==> config.mk <==
export PLATFORM = sky130hd
export DESIGN_NAME = kamacore_pipeline_register
export DESIGN_NICKNAME = d
export VERILOG_FILES = /design/src/rtl/kamacore_pipeline_register.sv
export SDC_FILE = /design/constraint.sdc
export NUM_CORES = 1
export LEC_CHECK = 0
export BUFFER_PORTS_ARGS = -buffer_cell sky130_fd_sc_hd__buf_2
export CORE_UTILIZATION = 55
export CTS_CLUSTER_DIAMETER = 200
export DETAILED_ROUTE_END_ITERATION = 6
export PLACE_DENSITY = 0.89
export SYNTH_ARGS = -nofsm -noshare
export SYNTH_HDL_FRONTEND = slang
export SYNTH_SLANG_ARGS = --single-unit
==> constraint.sdc <==
create_clock -name clk -period 10.2 [get_ports clk]
set_clock_uncertainty 0.05 [all_clocks]
set_input_delay 2.04 -clock clk [delete_from_list [all_inputs] [get_ports clk]]
set_output_delay 2.04 -clock clk [all_outputs]
set_load 0.05 [all_outputs]
==> src/rtl/kamacore_pipeline_register.sv <==
// kamacore_pipeline_register
// Valid/ready pipeline stage between two kamacore stages. With SKID=1 it is a
// two-entry skid buffer whose in_ready comes from a registered full flag, so
// there is no combinational path from out_ready to in_ready. With SKID=0 it
// is a single entry whose in_ready looks through to out_ready. hold freezes
// the stage, flush drops every held entry, and stall_count saturates.
module kamacore_pipeline_register #(
  parameter int CPU_WIDTH       = 32,
  parameter int REG_ADDR_WIDTH  = 5,
  parameter int SKID            = 1,
  parameter int STALL_CNT_WIDTH = 16
) (
  input  logic                                      clk,
  input  logic                                      rst,
  input  logic                                      hold,
  input  logic                                      flush,
  input  logic                                      in_valid,
  output logic                                      in_ready,
  input  logic [5*CPU_WIDTH+REG_ADDR_WIDTH+5-1:0]   in_payload,
  output logic                                      out_valid,
  input  logic                                      out_ready,
  output logic [5*CPU_WIDTH+REG_ADDR_WIDTH+5-1:0]   out_payload,
  output logic [1:0]                                occupancy,
  output logic [STALL_CNT_WIDTH-1:0]                stall_count
);

  localparam int PW = 5*CPU_WIDTH + REG_ADDR_WIDTH + 5;

  typedef enum logic [1:0] {
    ST_EMPTY = 2'd0,
    ST_ONE   = 2'd1,
    ST_FULL  = 2'd2
  } state_t;

  logic                       w_in_ready;
  logic                       w_head_valid;
  logic [PW-1:0]              w_head_payload;
  logic [1:0]                 w_occupancy;
  logic                       w_in_xfer;
  logic                       w_out_xfer;
  logic [STALL_CNT_WIDTH-1:0] r_stall;

  // hold masks both handshakes; the head entry itself is kept untouched
  assign w_in_xfer   = in_valid && w_in_ready;
  assign w_out_xfer  = w_head_valid && !hold && out_ready;

  assign in_ready    = w_in_ready;
  assign out_valid   = w_head_valid && !hold;
  assign out_payload = w_head_payload;
  assign occupancy   = w_occupancy;
  assign stall_count = r_stall;

  generate
    if (SKID != 0) begin : g_skid
      state_t        r_state;
      logic          r_full;
      logic [PW-1:0] r_main;
      logic [PW-1:0] r_skid;

      // r_full is a plain flop so in_ready never depends on out_ready
      assign w_in_ready     = !r_full && !hold;
      assign w_head_valid   = (r_state != ST_EMPTY);
      assign w_head_payload = r_main;

      // Entry-count FSM; reset beats flush, flush beats any transfer
      always_ff @(posedge clk) begin
        if (rst) begin
          r_state <= ST_EMPTY;
          r_full  <= 1'b0;
        end else if (flush) begin
          r_state <= ST_EMPTY;
          r_full  <= 1'b0;
        end else begin
          case (r_state)
            ST_EMPTY: begin
              if (w_in_xfer) begin
                r_state <= ST_ONE;
              end
            end
            ST_ONE: begin
              if (w_in_xfer && !w_out_xfer) begin
                r_state <= ST_FULL;
                r_full  <= 1'b1;
              end else if (!w_in_xfer && w_out_xfer) begin
                r_state <= ST_EMPTY;
              end
            end
            ST_FULL: begin
              if (w_out_xfer) begin
                r_state <= ST_ONE;
                r_full  <= 1'b0;
              end
            end
            default: begin
              r_state <= ST_EMPTY;
              r_full  <= 1'b0;
            end
          endcase
        end
      end

      // Payload steering; writes during flush land in entries about to be invalid
      always_ff @(posedge clk) begin
        case (r_state)
          ST_EMPTY: begin
            if (w_in_xfer) begin
              r_main <= in_payload;
            end
          end
          ST_ONE: begin
            if (w_in_xfer && w_out_xfer) begin
              r_main <= in_payload;
            end else if (w_in_xfer) begin
              r_skid <= in_payload;
            end
          end
          ST_FULL: begin
            if (w_out_xfer) begin
              r_main <= r_skid;
            end
          end
          default: begin
            r_main <= r_main;
          end
        endcase
      end

      // Occupancy decoded from the registered state only
      always_comb begin
        w_occupancy = 2'd0;
        case (r_state)
          ST_EMPTY: w_occupancy = 2'd0;
          ST_ONE:   w_occupancy = 2'd1;
          ST_FULL:  w_occupancy = 2'd2;
          default:  w_occupancy = 2'd0;
        endcase
      end
    end else begin : g_single
      logic          r_valid;
      logic [PW-1:0] r_data;

      // Look-through ready: a departing entry frees the slot in the same cycle
      assign w_in_ready     = (!r_valid || out_ready) && !hold;
      assign w_head_valid   = r_valid;
      assign w_head_payload = r_data;
      assign w_occupancy    = {1'b0, r_valid};

      // Single valid bit; an arriving entry wins over a departing one
      always_ff @(posedge clk) begin
        if (rst) begin
          r_valid <= 1'b0;
        end else if (flush) begin
          r_valid <= 1'b0;
        end else if (w_in_xfer) begin
          r_valid <= 1'b1;
        end else if (w_out_xfer) begin
          r_valid <= 1'b0;
        end else begin
          r_valid <= r_valid;
        end
      end

      // Capture the payload on every accepted input
      always_ff @(posedge clk) begin
        if (w_in_xfer) begin
          r_data <= in_payload;
        end
      end
    end
  endgenerate

  // Saturating stall counter: head present but blocked by out_ready or hold
  always_ff @(posedge clk) begin
    if (rst) begin
      r_stall <= '0;
    end else if (w_head_valid && (!out_ready || hold) && (r_stall != {STALL_CNT_WIDTH{1'b1}})) begin
      r_stall <= r_stall + STALL_CNT_WIDTH'(1);
    end else begin
      r_stall <= r_stall;
    end
  end

endmodule

* Yosys cells after proc, flatten, opt, wreduce, memory -nomap -nowiden
Cells that the tools add are included. Widths: inputs -> output; s select.
Storage, ports and cells: logic and storage cells 52, bits in registers 359, output and inout bits 190, input port bits 176
Cells by class: mux-type cells 13, reduce and logical (&&, ||, !) cells 23, eq/ne operators 8, $add $sub $neg 1, bitwise logic cells 2
Operator list (count):
- $mux 170 | 3
- $pmux 170 s3 | 1
- $add 16x1->16 const B | 1
- $ne 16x16->1 const B | 1
- $logic_and 1x1->1 | 9
- $reduce_and 3->1 | 3
- $mux 2 | 4
- $ne 2x2->1 const B | 4
- $pmux 2 s3 | 1
- $logic_not 1->1 | 5
- $pmux 2 s2 | 1
- $reduce_and 4->1 | 1
- $ne 3x3->1 const B | 1
- $pmux 1 s3 | 1
- $reduce_bool 3->1 | 1
- $eq 2x1->1 const B | 1
- $eq 2x2->1 const B | 1
- $logic_not 2->1 | 1
- $mux 1 | 2
- $not 1->1 | 2
- $reduce_bool 2->1 | 1
- $reduce_or 2->1 | 1
- $logic_or 1x1->1 | 1

* Logic depth before layout (Yosys ltp)
depth after elaboration 8, depth in mapped cells 6

* Least setup slack after synthesis
No wires, ideal clock.
kind input port to flip-flop, start in hold, end reg g_skid.r_state[1], stages 6, arrival time 7.704 ns, slack 2.352 ns, cells stage by stage nor2_1 > and2_1 > ha_1 > and2_1 > a22oi_1 > nor3_1
On the way: cells in the longest elaborated chain, start to end 7, elaborated cells on any way between the ends 15
Ends and longest elaborated chain:
- from (decl) | line 15 | input logic hold,
- $logic_not 1->1 * | line 45, 61
- $logic_and 1x1->1, on equally long branches | line 45, 61
- $logic_and 1x1->1, on equally long branches | line 45, 44
- $logic_not 1->1, on equally long branches | line 81, 84
- $logic_and 1x1->1, on equally long branches | line 81, 84
- $ne 3x3->1 (no line) or $mux 2 (tied branches)
- $reduce_and 3->1 (no line) or $pmux 2 s3 (tied branches)
- to (signal assigned) | line 82 | r_state <= ST_FULL;
- to (signal assigned) | line 85 | r_state <= ST_EMPTY;
- to (signal assigned) | line 90 | r_state <= ST_ONE;
- to (decl) | line 55 | state_t r_state;
Every way passes the cells marked *; elsewhere a longest branch is shown, timed or not. A chain may end at the register's enable or synchronous reset.

* Worst setup path in the final report
start in hold, end out in_ready
On the way: cells in the longest elaborated chain, start to end 2
Ends and longest elaborated chain:
- $logic_not 1->1 | line 61 | assign w_in_ready = !r_full && !hold;
- $logic_and 1x1->1 | line 61
- to (decl) | line 18 | output logic in_ready,
No other way between the ends.

==> out/summary.txt <==
crit-path cells -> buf_2 -> nor2_1 -> buf_2
Hold Vio Cnt, Final -> 0
Arrival @ worst endpoint -> 2.55 ns
hold path cells -> 1
number of max-cap violations -> 0
CTS tree -> built
sequential area share after synthesis -> 79.86%
CP Class -> primary input to primary output
worst hold path type -> flop to flop
Reg clk slew, reported paths -> 0.06 ns
wire per inst -> 20.24 microns
IO Count -> 366
Ys Warns -> 0
Slew Viols, Final -> 0
Post-synth top cells -> 340 x edfxtp_1, 170 x mux2_2, 22 x nor2_1
max_slew headroom -> 36.28%
Main synth FF type -> edfxtp_1
Final nets -> 1220
die height -> 157.3 microns
Worst-Margin Slew -> 0.9559 ns
Die Area -> 24730 sq um
sw frac -> 21.93%
FF+latch count, synth -> 359
Slowest Stage Delay on Critical Path -> 0.28 ns
Clock power frac -> 39.0%
synthesized net count -> 832
global route overflow -> 0
hold_ws -> 0.4955 ns
combinational fraction of design power -> 7.7%
CTS Root Cell -> clkbuf_16
fraction of registers with async set/reset -> 0%
Initial Util -> 56.32%
share of the synthesized area in the top cell type -> 77.00%
initial antenna violation count -> 3
largest net degree at the start of global routing -> 74
period utilization -> 45.50%
# DRC -> 0
Area Overhead vs Synth -> 24.52%
Vias -> 7390
Netlist cell types -> 38
First-pass DRT Iterations -> 5
GPL Wtd Cong -> 0.8320
Syn Inst Count -> 653
kind of end point of the critical path -> primary output
final WL -> 28020 microns
r2r setup slk -> 7.25 ns
setup tns final -> 0 ns
Iter 0 DRT Violations -> 434
ANT nets after route -> 0
Resized cells post-CTS -> 0
core outline area -> 23540 sq um
post-layout min period -> 4.641 ns
# rows -> 56
Cell Count Post-Placement -> 1322
Reg2Reg Depth -> 3
Fmax -> 215.5 MHz
dpl hpwl -> 19050 microns
PwrDens -> 189.3 nW/um^2
Cell Count, Final, Fillers Out -> 1384
IO buf count -> 365
Post-synth EDFFs -> 340
Data required, critical path -> 8.11 ns
worst vdd ir -> 0.1393 mV
Int Power -> 0.002440 W
leak pwr -> 6.088 nW
vias per cell -> 5.340
Reg power frac -> 53.3%
status -> finished clean
CP Launch Type -> primary input
Avg Cell Area, Syn -> 20.31 sq um
H-tree Lvls -> 2
synthesized area -> 13260 sq um
clk_lat worst skew -> 0.50 ns
number of buffers created by CTS -> 36
main area contributors after synthesis -> edfxtp_1 77%, mux2_2 14%, dfxtp_1 2.9%, nor2_1 0.62%, buf_4 0.45%
vias in the first global route -> 7463
share of layout cells above drive strength 1 -> 55.79%
area leader, netlist -> edfxtp_1
clock sink count -> 359
first-pass GRT wire length -> 40980 microns
Clock Tree Buf Depth -> 3
Fill cells -> 1495
CP max stage cell -> buf_2
final count of negative-setup-slack endpoints -> 0
chip width -> 157.3 microns
sw power -> 0.0006853 W
most common cell in the netlist -> edfxtp_1
postcts setup bufs -> 0
cts hold-fix bufs -> 0
RSZ-0062 raised after global routing -> no
Most common cell on crit path -> buf_2
global-route usage over all layers -> 22.15%
crit path max fanout -> 5
-- power by group through the flow --
stage	Sequential [W]	Clock (W)	Combinational, W
after floorplan	0.00181	0	0.0000484
after global placement	0.00170	0	0.000232
after detailed placement	0.00170	0	0.000239
after CTS	0.00167	0.00125	0.000241
after global routing	0.00167	0.00129	0.000252
final	0.00167	0.00122	0.000239
-- path summary, 6_finish.rpt --
kind | start | end
worst max-delay path | hold | in_ready
worst min-delay path | g_skid.r_skid[68] | out_payload[68]
worst max register to register | g_skid.r_state[0] | g_skid.r_skid[21]
worst min register to register | g_skid.r_skid[68] | out_payload[68]
-- state kept, by name (all words and copies together), names as in the netlist --
signal          cells
stall_count        16
g_skid.r_full       1
g_skid.r_skid     170
g_skid.r_state      2
out_payload       170
-- cell families after synthesis --
kind of cell,share of synthesized area (%)
AOI/OAI and AO/OA,0.8210
xor gates and xnor gates,0.5944
adders and majority gates,0.2831
buffers and inverters,1.000
DFF,79.86
muxes,14.44
and+or+nand+nor,3.001
-- layer usage --
metal | GRT usage (%) | part of all wire (%) | up-vias | wire, microns
met1 | 26.25 | 38 | 3646 | 10710
met2 | 37.74 | 50 | 334 | 13990
met4 | 6.981 | 2.0 | 2 | 558
met5 | 0 | 0.036 | - | 10
li1 | - | - | 3361 | -
met3 | 7.902 | 9.8 | 47 | 2755
-- worst max-delay path, delay by kind of cell --
family	cells	cell delay [ns]
buffers and inverters	2	0.40
AND/OR/NAND/NOR	1	0.11
-- area by class of cell --
cell class	count	area, sq um	share of cell area [%]
Antenna cell	2	5.005	0.03031
Clock buffer	47	963.4	5.835
Clock inverter	13	116.4	0.7047
Inverter	3	11.26	0.06820
Multi-Input combinational cell	270	2555	15.47
Sequential cell	359	10590	64.14
Tap cell	319	399.1	2.417
Timing Repair Buffer	371	1872	11.34
-- metrics by stage --
stage / setup slack (ns) / total power [W] / cell area, sq um / util [%]
after floorplan: 2.352 / 0.001854 / 13260 / -
after global placement: 5.389 / 0.001927 / 15430 / 65.53
after detailed placement: 5.356 / 0.001936 / 15430 / 65.53
after CTS: 5.558 / 0.003155 / 16510 / 70.12
after global routing: 5.542 / 0.003213 / 16510 / 70.13
final: 5.559 / 0.003125 / 16510 / 70.14
-- cells in the final DEF, fill, tap and decap left out, types with 3 or more instances in the layout --
cell / n
a21oi_1: 6
buf_2: 365
buf_4: 6
clkbuf_1: 10
clkbuf_16: 37
clkinv_1: 6
dfxtp_1: 19
edfxtp_1: 340
ha_1: 3
inv_1: 3
mux2_2: 170
nand2_1: 11
nand3_1: 4
nand4_1: 4
nor2_1: 22
nor3_1: 8
o21ai_0: 4
xnor2_1: 5
xor2_1: 4
Note: power is estimated with default switching activity, not from simulation.
